`src/rtl/dvi_pkg.sv`:
```
// rtl/dvi_pkg.sv - shared TMDS control tokens, alignment states and symbol decode
// Contents:
//   CTRL_TOKEN_* : the four 10-bit TMDS control symbols, written as q[9:0]
//   CTRL_*       : the matching {C1,C0} codes
//   align_state_e: symbol aligner states
//   tmds_sym_t   : decoded symbol {de, c, d}
//   tmds_decode  : 10-bit symbol -> tmds_sym_t
package dvi_pkg;

  localparam logic [9:0] CTRL_TOKEN_00 = 10'b1101010100;
  localparam logic [9:0] CTRL_TOKEN_01 = 10'b0010101011;
  localparam logic [9:0] CTRL_TOKEN_10 = 10'b0101010100;
  localparam logic [9:0] CTRL_TOKEN_11 = 10'b1010101011;

  localparam logic [1:0] CTRL_00 = 2'b00;
  localparam logic [1:0] CTRL_01 = 2'b01;
  localparam logic [1:0] CTRL_10 = 2'b10;
  localparam logic [1:0] CTRL_11 = 2'b11;

  typedef enum logic [1:0] {
    SEARCH = 2'd0,
    VERIFY = 2'd1,
    LOCKED = 2'd2
  } align_state_e;

  typedef struct packed {
    logic       de;
    logic [1:0] c;
    logic [7:0] d;
  } tmds_sym_t;

  // Control symbols return de=0 with their code and d=0; every other
  // symbol is treated as video data and returns de=1 with c=0.
  function automatic tmds_sym_t tmds_decode(input logic [9:0] q);
    tmds_sym_t  r;
    logic [7:0] p;
    r.de = 1'b1;
    r.c  = CTRL_00;
    r.d  = 8'h00;
    p    = 8'h00;
    case (q)
      CTRL_TOKEN_00: begin r.de = 1'b0; r.c = CTRL_00; end
      CTRL_TOKEN_01: begin r.de = 1'b0; r.c = CTRL_01; end
      CTRL_TOKEN_10: begin r.de = 1'b0; r.c = CTRL_10; end
      CTRL_TOKEN_11: begin r.de = 1'b0; r.c = CTRL_11; end
      default: begin
        // q[9] flags a DC-balance inversion, q[8] selects XOR vs XNOR chaining.
        p = q[9] ? ~q[7:0] : q[7:0];
        r.d[0] = p[0];
        for (int i = 1; i < 8; i++) begin
          r.d[i] = q[8] ? (p[i] ^ p[i-1]) : ~(p[i] ^ p[i-1]);
        end
      end
    endcase
    return r;
  endfunction

endpackage

```
`src/rtl/tmds_word_aligner.sv`:
```
// rtl/tmds_word_aligner.sv - finds the 10-bit symbol boundary from control-token runs
// Ports:
//   clk_i, rst_i : pixel clock, asynchronous active-high reset
//   raw_i[9:0]   : unaligned deserialised word, raw_i[0] earliest
//   sym_o[9:0]   : aligned symbol, registered (sym_q)
//   locked_o     : FSM is in LOCKED
//   offset_o[3:0]: current bit offset 0..9
module tmds_word_aligner
  import dvi_pkg::*;
#(
  parameter int CTRL_RUN     = 8,
  parameter int SEARCH_WIN   = 2048,
  parameter int LOSS_TIMEOUT = 4096
) (
  input  logic       clk_i,
  input  logic       rst_i,
  input  logic [9:0] raw_i,
  output logic [9:0] sym_o,
  output logic       locked_o,
  output logic [3:0] offset_o
);

  localparam int WIN_W = $clog2(SEARCH_WIN);
  localparam int RUN_W = $clog2(CTRL_RUN + 1);
  localparam int TMR_W = $clog2(LOSS_TIMEOUT);

  localparam logic [WIN_W-1:0] WIN_LAST = WIN_W'(SEARCH_WIN - 1);
  localparam logic [RUN_W-1:0] RUN_FULL = RUN_W'(CTRL_RUN);
  localparam logic [TMR_W-1:0] TMR_LAST = TMR_W'(LOSS_TIMEOUT - 1);

  align_state_e     state_q,  state_d;
  logic [9:0]       prev_q,   prev_d;
  logic [9:0]       sym_q,    sym_d;
  logic [3:0]       offset_q, offset_d;
  logic [WIN_W-1:0] win_q,    win_d;
  logic [RUN_W-1:0] run_q,    run_d;
  logic [TMR_W-1:0] tmr_q,    tmr_d;

  logic [19:0]      stream;
  logic [9:0]       w;
  logic             is_ctrl;
  logic [RUN_W-1:0] run_inc;
  tmds_sym_t        w_dec;

  // Window select: older word in the low half so w[0] is the earliest bit.
  always_comb begin
    stream = {raw_i, prev_q};
    w      = stream[9:0];
    for (int i = 1; i < 10; i++) begin
      if (offset_q == 4'(i)) begin
        w = stream[i +: 10];
      end
    end
    w_dec   = tmds_decode(w);
    is_ctrl = ~w_dec.de;
    // Saturating, so a long token stream keeps qualifying every cycle.
    run_inc = (run_q == RUN_FULL) ? run_q : run_q + RUN_W'(1);
  end

  always_comb begin
    state_d  = state_q;
    prev_d   = raw_i;
    sym_d    = w;
    offset_d = offset_q;
    win_d    = win_q;
    run_d    = run_q;
    tmr_d    = tmr_q;
    case (state_q)
      SEARCH: begin
        if (is_ctrl) begin
          state_d = VERIFY;
          run_d   = RUN_W'(1);
        end else if (win_q == WIN_LAST) begin
          win_d    = '0;
          offset_d = (offset_q == 4'd9) ? 4'd0 : offset_q + 4'd1;
        end else begin
          win_d = win_q + WIN_W'(1);
        end
      end
      VERIFY: begin
        if (is_ctrl) begin
          run_d = run_inc;
          if (run_inc == RUN_FULL) begin
            state_d = LOCKED;
            tmr_d   = '0;
          end
        end else begin
          state_d = SEARCH;
          win_d   = '0;
          run_d   = '0;
        end
      end
      LOCKED: begin
        run_d = is_ctrl ? run_inc : '0;
        // A completed run takes priority over an expiring timer.
        if (is_ctrl && (run_inc == RUN_FULL)) begin
          tmr_d = '0;
        end else if (tmr_q == TMR_LAST) begin
          state_d = SEARCH;
          win_d   = '0;
          run_d   = '0;
          tmr_d   = '0;
        end else begin
          tmr_d = tmr_q + TMR_W'(1);
        end
      end
      default: begin
        state_d = SEARCH;
        win_d   = '0;
        run_d   = '0;
        tmr_d   = '0;
      end
    endcase
  end

  always_ff @(posedge clk_i or posedge rst_i) begin
    if (rst_i) begin
      state_q  <= SEARCH;
      prev_q   <= '0;
      sym_q    <= '0;
      offset_q <= '0;
      win_q    <= '0;
      run_q    <= '0;
      tmr_q    <= '0;
    end else begin
      state_q  <= state_d;
      prev_q   <= prev_d;
      sym_q    <= sym_d;
      offset_q <= offset_d;
      win_q    <= win_d;
      run_q    <= run_d;
      tmr_q    <= tmr_d;
    end
  end

  assign sym_o    = sym_q;
  assign locked_o = (state_q == LOCKED);
  assign offset_o = offset_q;

endmodule

```
`src/rtl/tmds_channel_decoder.sv`:
```
// rtl/tmds_channel_decoder.sv - one TMDS lane: word alignment plus symbol decode
// Ports:
//   clk_i, rst_i : pixel clock, asynchronous active-high reset
//   raw_i[9:0]   : deserialised word, raw_i[0] earliest
//   data_o[7:0]  : decoded pixel byte
//   de_o         : 1 = data_o valid, 0 = control period
//   c_o[1:0]     : control bits {C1,C0}, held through data periods
//   locked_o     : symbol alignment established
//   offset_o[3:0]: current bit offset 0..9
module tmds_channel_decoder
  import dvi_pkg::*;
#(
  parameter int CTRL_RUN     = 8,
  parameter int SEARCH_WIN   = 2048,
  parameter int LOSS_TIMEOUT = 4096
) (
  input  logic       clk_i,
  input  logic       rst_i,
  input  logic [9:0] raw_i,
  output logic [7:0] data_o,
  output logic       de_o,
  output logic [1:0] c_o,
  output logic       locked_o,
  output logic [3:0] offset_o
);

  logic [9:0] sym;
  logic       aligned;
  tmds_sym_t  dec;

  logic [7:0] data_q,   data_d;
  logic       de_q,     de_d;
  logic [1:0] c_q,      c_d;
  logic       locked_q, locked_d;

  tmds_word_aligner #(
    .CTRL_RUN    (CTRL_RUN),
    .SEARCH_WIN  (SEARCH_WIN),
    .LOSS_TIMEOUT(LOSS_TIMEOUT)
  ) u_aligner (
    .clk_i   (clk_i),
    .rst_i   (rst_i),
    .raw_i   (raw_i),
    .sym_o   (sym),
    .locked_o(aligned),
    .offset_o(offset_o)
  );

  // locked_o passes through this stage too so it lines up with the
  // decoded symbol that was aligned under the same lock state.
  always_comb begin
    dec      = tmds_decode(sym);
    data_d   = 8'h00;
    de_d     = 1'b0;
    c_d      = 2'b00;
    locked_d = aligned;
    if (aligned) begin
      de_d   = dec.de;
      data_d = dec.d;
      c_d    = dec.de ? c_q : dec.c;
    end
  end

  always_ff @(posedge clk_i or posedge rst_i) begin
    if (rst_i) begin
      data_q   <= '0;
      de_q     <= 1'b0;
      c_q      <= '0;
      locked_q <= 1'b0;
    end else begin
      data_q   <= data_d;
      de_q     <= de_d;
      c_q      <= c_d;
      locked_q <= locked_d;
    end
  end

  assign data_o   = data_q;
  assign de_o     = de_q;
  assign c_o      = c_q;
  assign locked_o = locked_q;

endmodule
```
`config.mk`:
```
export PLATFORM = sky130hd
export DESIGN_NAME = tmds_channel_decoder
export DESIGN_NICKNAME = d
export VERILOG_FILES = /design/src/rtl/dvi_pkg.sv /design/src/rtl/tmds_word_aligner.sv /design/src/rtl/tmds_channel_decoder.sv
export SDC_FILE = /design/constraint.sdc
export NUM_CORES = 1
export LEC_CHECK = 0
export ABC_AREA = 1
export CELL_PAD_IN_SITES_DETAIL_PLACEMENT = 2
export CELL_PAD_IN_SITES_GLOBAL_PLACEMENT = 2
export CORE_ASPECT_RATIO = 0.75
export CORE_MARGIN = 3
export CORE_UTILIZATION = 37
export CTS_BUF_LIST = sky130_fd_sc_hd__clkbuf_8 sky130_fd_sc_hd__clkbuf_16
export CTS_CLUSTER_SIZE = 40
export DETAILED_ROUTE_END_ITERATION = 6
export PLACE_DENSITY = 0.9
export SYNTH_ARGS = -nofsm -noshare
export SYNTH_HDL_FRONTEND = slang
export SYNTH_SLANG_ARGS = --single-unit
```
`constraint.sdc`:
```
create_clock -name clk_i -period 6 [get_ports clk_i]
set_input_delay 1.2 -clock clk_i [delete_from_list [all_inputs] [get_ports clk_i]]
set_output_delay 1.2 -clock clk_i [all_outputs]
set_load 0.01 [all_outputs]
```
# --- Yosys cells after proc, flatten, opt, wreduce, memory -nomap -nowiden ---
# Index checks and enable logic that the tools add are counted.
word_totals:
  regBits: 65
  in_bits: 12
  out_inout_bits: 16
  wordCells: 119
classes:
  n_addsub: 4
  n_eq_ne: 32
  mux: 48
  bitwise_logic: 17
  n_reduce_logical: 7
op_table:
  columns: ["op", "count"]
  rows:
  - ["$mux 10", 9]
  - ["$mux 11", 5]
  - ["$mux 12", 4]
  - ["$eq 10x10->1 const B", 4]
  - ["$pmux 12 s3", 1]
  - ["$pmux 11 s3", 1]
  - ["$mux 4", 6]
  - ["$mux 8", 3]
  - ["$pmux 3 s4", 2]
  - ["$eq 10x8->1 const B", 2]
  - ["$eq 10x9->1 const B", 2]
  - ["$eq 4x3->1 const B", 4]
  - ["$eq 4x4->1 const B", 4]
  - ["$mux 2", 7]
  - ["$add 12x1->12 const B", 1]
  - ["$eq 12x12->1 const B", 1]
  - ["$pmux 4 s3", 1]
  - ["$add 11x1->11 const B", 1]
  - ["$eq 11x11->1 const B", 1]
  - ["$not 1->1", 9]
  - ["$add 4x1->4 const B", 2]
  - ["$eq 4x2->1 const B", 2]
  - ["$mux 1", 8]
  - ["$ne 2x1->1 const B", 4]
  - ["other kinds (13)", 24]

# --- Longest topological paths before layout ---
depth:
  ltp_word: 16
  depth_mapped: 25

# --- By module ---
# A second synthesis with hierarchy kept.
unflattened:
  cells_unflattened: 661
  area_unflattened_um2: 4540.6
modules_own_cells:
  columns: ["mod", "instances", "cells_per_inst", "area_each_um2", "seq_area_each_um2"]
  rows:
  - ["tmds_word_aligner", 1, 588, 3911.3, 1326.3]
  - ["tmds_channel_decoder", 1, 73, 629.4, 300.3]

# --- Worst setup path before layout ---
# OpenSTA, ideal clock, no wires.
synth_timing:
  path_kind: "input to register"
  start: "in raw_i[0]"
  end: "reg u_aligner.tmr_q[2]"
  setup_time_ns: 0.125
  arrival_time_ns: 2.658
  setup_slack_ns: 3.216
  cell_stages: 20
  cell_sequence: "inv_1 a21oi_1 o21ai_1 nand3_1 nand3_1 nand2_1 nand2_1 nand2_1 nand2_1 nand2_1 inv_1 nor2_1 nand3_1 nand2_4 nand2_4 clkinv_2 nand2_2 buf_6 nand3_1 o21ai_1"
synth_between:
  elab_cells_between_ends: 20
  classes_between: "eq/ne (5); mux (12); bitwise (1); reduce/logical (2)"
synth_rtl:
  columns: ["element", "line", "rtl"]
  rows:
  - ["start: declaration", "tmds_channel_decoder.sv:19", "input logic [9:0] raw_i,"]
  - ["$mux 10 * (8 in series)", "tmds_word_aligner.sv:50", "if (offset_q == 4'(i)) begin"]
  - ["net u_aligner.sym_d[8]", "tmds_word_aligner.sv:33", "logic [9:0] sym_q, sym_d;"]
  - ["$eq 10x10->1, or another cell as far along", "dvi_pkg.sv:41", "case (q)"]
  - ["$pmux 3 s4 *", "dvi_pkg.sv:41", null]
  - ["$not 1->1", "tmds_word_aligner.sv:55", "is_ctrl = ~w_dec.de;"]
  - ["$logic_and 1x1->1", "tmds_word_aligner.sv:96", "if (is_ctrl && (run_inc == RUN_FULL)) begin"]
  - ["$mux 12", "tmds_word_aligner.sv:96", null]
  - ["$pmux 12 s3", "tmds_word_aligner.sv:68", "case (state_q)"]
  - ["end signal: assignment", "tmds_word_aligner.sv:132", "tmr_q <= tmr_d;"]
  - ["end: declaration", "tmds_word_aligner.sv:37", "logic [TMR_W-1:0] tmr_q, tmr_d;"]
# The timed path passes the listed nets; every way through them passes the cells marked *.
# A chain may end at the register's enable or synchronous reset.

# --- Final worst setup path ---
layout_timing:
  start: "reg u_aligner.offset_q[1] (netlist: u_aligner.offset_o[1])"
  end: "reg u_aligner.win_q[10]"
layout_between:
  elab_chain_len: 16
  elab_cells_between_ends: 29
  classes_between: "eq/ne (16); mux (10); bitwise (1); reduce/logical (2)"
layout_lines:
  columns: ["element", "line", "rtl"]
  rows:
  - ["start: declaration", "tmds_word_aligner.sv:34", "logic [3:0] offset_q, offset_d;"]
  - ["start signal: assignment", "tmds_word_aligner.sv:129", "offset_q <= offset_d;"]
  - ["$eq 4x1->1", "tmds_word_aligner.sv:50", null]
  - ["$mux 10 (8 in series)", "tmds_word_aligner.sv:50", null]
  - ["$mux 10 *", "tmds_word_aligner.sv:50", null]
  - ["net u_aligner.sym_d[1]", "tmds_word_aligner.sv:33", null]
  - ["$eq 10x10->1, or another cell as far along", "dvi_pkg.sv:41", null]
  - ["$pmux 3 s4 *", "dvi_pkg.sv:41", null]
  - ["$not 1->1", "tmds_word_aligner.sv:55", null]
  - ["$logic_and 1x1->1", "tmds_word_aligner.sv:96", null]
  - ["$ne 2x2->1 (no source line)", null, null]
  - ["$reduce_and 4->1 (no source line) *", null, null]
  - ["end signal: assignment", "tmds_word_aligner.sv:130", "win_q <= win_d;"]
  - ["end: declaration", "tmds_word_aligner.sv:35", "logic [WIN_W-1:0] win_q, win_d;"]
# Marks and branches as above.

==> impl_metrics.json <==
{
  "period_needed_ps": 4420,
  "drtAntennaViolNets": 0,
  "io_pins": 28,
  "path_cells": "nor2_2, inv_1, nor2_1, inv_1, nor2_1, inv_1, nand2_1, nand2_1, nor2_1, nand3_2, nand2_4, nand3_2, nand3_2, inv_2, nand2_1, nand2_1",
  "synth.net_count": 645,
  "synthFlopType": "dfrtp_1",
  "yosysTopAreaCellShare_pct": 37.4,
  "synth.largest_area_cell": "dfrtp_1",
  "clk_pin_slew_ps": 60,
  "cts_resized": 0,
  "relSlewSlack_pct": 26.4,
  "async_reset_ff_share_pct": 100,
  "clk_latency_ps": 340,
  "cts_hold_buffers": 0,
  "p_per_area_mw_per_mm2": 221,
  "min_period_over_period_pct": 73.7,
  "post_synth_instance_area_mm2": 0.00435,
  "gp_congestion": 0.881,
  "core_mm2": 0.0112,
  "syn_to_final_growth_pct": 15.3,
  "layout-drive-gt1-share_pct": 8.40,
  "peakVddDrop_mv": 0.133,
  "critical_path_class": "flop to flop",
  "cts_buffer_depth": 2,
  "dr_total_vias": 4471,
  "status": "finished clean",
  "ys_top_cells_by_area": "dfrtp_1 (37%), nand2_1 (15%), nand3_1 (7.1%)",
  "critPathArrivalTime_ps": 4640,
  "grt_antenna_before_repair": 0,
  "final_nets": 667,
  "cp-endpoint": "u_aligner.win_q[10]",
  "grt_max_degree": 66,
  "cts_buffers": 9,
  "die_y_um": 99.9,
  "viasPerCell": 5.51,
  "htreeDepth": 3,
  "reg2reg_depth": 16,
  "ys_seq_area_share_pct": 37.4,
  "crit_top_cell": "nand2_1",
  "multiInputGateArea_mm2": 0.00229,
  "hp-class": "flop to flop",
  "dieArea_mm2": 0.0131,
  "setup_viol": 0,
  "synth-edff-count": 0,
  "r2r_start": "u_aligner.offset_o[1]",
  "num_rows": 33,
  "synth.ff_latch_count": 65,
  "maxCapViolCount": 0,
  "cts_tree": "yes",
  "die_x_um": 131,
  "rsz0062_at_grt": "no",
  "tightest_slew_ps": 1090,
  "grt_pass1_vias": 5010,
  "cts_root_buf": "clkbuf_16",
  "r2r_slack_ps": 1580,
  "final_cell_area_mm2": 0.00502,
  "yosys_warnings": 0,
  "postSynthAreaPerCell_um2": 6.92,
  "finClkSkew_ps": 9.15,
  "synthCells": 629,
  "initial_utilization_pct": 38.9,
  "seq_area_mm2": 0.00163,
  "fmax_mhz": 226,
  "final.setup.tns_ps": 0,
  "leakage_nw": 2.33,
  "finalPower_w": 0.00111,
  "wirelength_um": 17800,
  "start_kind": "flop",
  "endpoint_kind": "flop",
  "port_buffers": 27,
  "yosysUniqueCellTypes": 42,
  "post_drt_wl_per_cell_um": 21.9,
  "firstDrtPassIters": 4,
  "fillCellCount": 1343,
  "critPathRequiredTime_ps": 6220,
  "yosysMostFrequentCell": "nand2_1",
  "hold_viol": 0,
  "drtIter0Drc": 228,
  "grt_usage_pct": 28.1,
  "cp-startpoint": "u_aligner.offset_o[1]",
  "synth_common_cells": "nand2_1 (170), inv_1 (76), dfrtp_1 (65)",
  "crit_slowest_cell": "nor2_1",
  "drcViolationCount": 0,
  "cts_setup_buffers": 0,
  "cts_num_sinks": 65,
  "diodes": 0,
  "placed_cell_area_mm2": 0.00472,
  "slew_violations": 0,
  "worst-path-max-fanout": 20,
  "grt_overflow_total": 0,
  "grt_pass1_wl_um": 28900,
  "max_stage_delay_ps": 800,
  "dpl.hpwl_um": 12000,
  "regToRegEndpoint": "u_aligner.win_q[10]"
}
state kept, by name, summed over array words and instances (netlist names):
name                count
c_o                     2
data_o                  8
de_o                    1
locked_o                1
u_aligner.offset_o      4
u_aligner.prev_q       10
u_aligner.run_q         4
u_aligner.state_q       2
u_aligner.sym_o        10
u_aligner.tmr_q        12
u_aligner.win_q        11
layer usage:
metal  vias up  GRT usage, %  part of all wire (%)
met5         -             0                     0
met2       109          47.4                    47
li1       2051             -                     -
met3        22          7.06                   5.4
met4         0          5.89                   1.3
met1      2289          37.1                    46
logic make-up (layout without fill, tap and decap cells):
group | count (synthesis) | in the layout | share of synthesized area, %
flops | 65 | 65 | 37.4
mux | 1 | 1 | 0.230
fa+ha+maj | 4 | 4 | 1.15
xor+xnor | 24 | 24 | 4.83
simple gates | 335 | 335 | 34.6
buf+inv | 105 | 131 | 9.97
compound gates | 95 | 95 | 11.9
how the worst min path moves through the flow:
| stage | endpoint | slack [ps] | depth (start not counted) | startpoint |
|---|---|---|---|---|
| floorplan | u_aligner.win_q[1] | 480 | 2 | u_aligner.win_q[1] |
| global placement | c_o[1] | 500 | 1 | c_o[1] |
| detailed placement | c_o[1] | 480 | 1 | c_o[1] |
| CTS | c_o[1] | 500 | 1 | c_o[1] |
| global route | c_o[1] | 520 | 1 | c_o[1] |
| finish | c_o[1] | 500 | 1 | c_o[1] |
area by class of cell:
cell class	instances	share of cell area [%]
Tap cell	157	3.91
Multi-Input combinational cell	459	45.7
Clock inverter	5	1.15
Clock buffer	10	4.76
Inverter	88	6.60
Timing Repair Buffer	28	5.53
Sequential cell	65	32.4
per-stage QoR:
| stage | instances | setup WS [ps] | hold WS, ps | util, % |
|---|---|---|---|---|
| finish | 812 | 1580 | 500 | 44.9 |
| global route | 812 | 1250 | 518 | 44.9 |
| CTS | 812 | 1670 | 498 | 44.9 |
| detailed placement | 797 | 1860 | 484 | 42.2 |
| global placement | 797 | 2090 | 499 | 42.2 |
| floorplan | 629 | 3170 | 485 | - |
cell usage in the layout (no fill, tap or decap), types with 2 or more instances in the layout:
master / n
nand3_1: 62
xor2_1: 19
a21oi_1: 38
clkinv_1: 2
o21ai_0: 24
nand2_4: 3
dfrtp_1: 65
nand4_1: 8
or2_2: 4
a21oi_2: 5
nor4_1: 3
clkdlybuf4s50_1: 27
inv_1: 76
nand2_1: 170
xnor2_1: 5
nand2_2: 2
o21ai_1: 19
ha_1: 4
nor2_1: 55
clkinvlp_4: 2
nor3_1: 9
clkbuf_16: 9
nor2_4: 4
nand3_2: 6
nor2_2: 5
inv_2: 10
report_power, final:
part           total (W)  internal (W)  switching (W)
registers       0.000467      0.000454      0.0000134
logic          0.0000966     0.0000385      0.0000581
clock network   0.000545      0.000330       0.000215
total            0.00111      0.000823       0.000287
critical path, delay by kind of cell, from the launching register on:
kind                   cells  cell delay (ps)
DFF                        1              470
buffers and inverters      4              860
and+or+nand+nor           12             2970
Power figures use the tool's default switching activity.
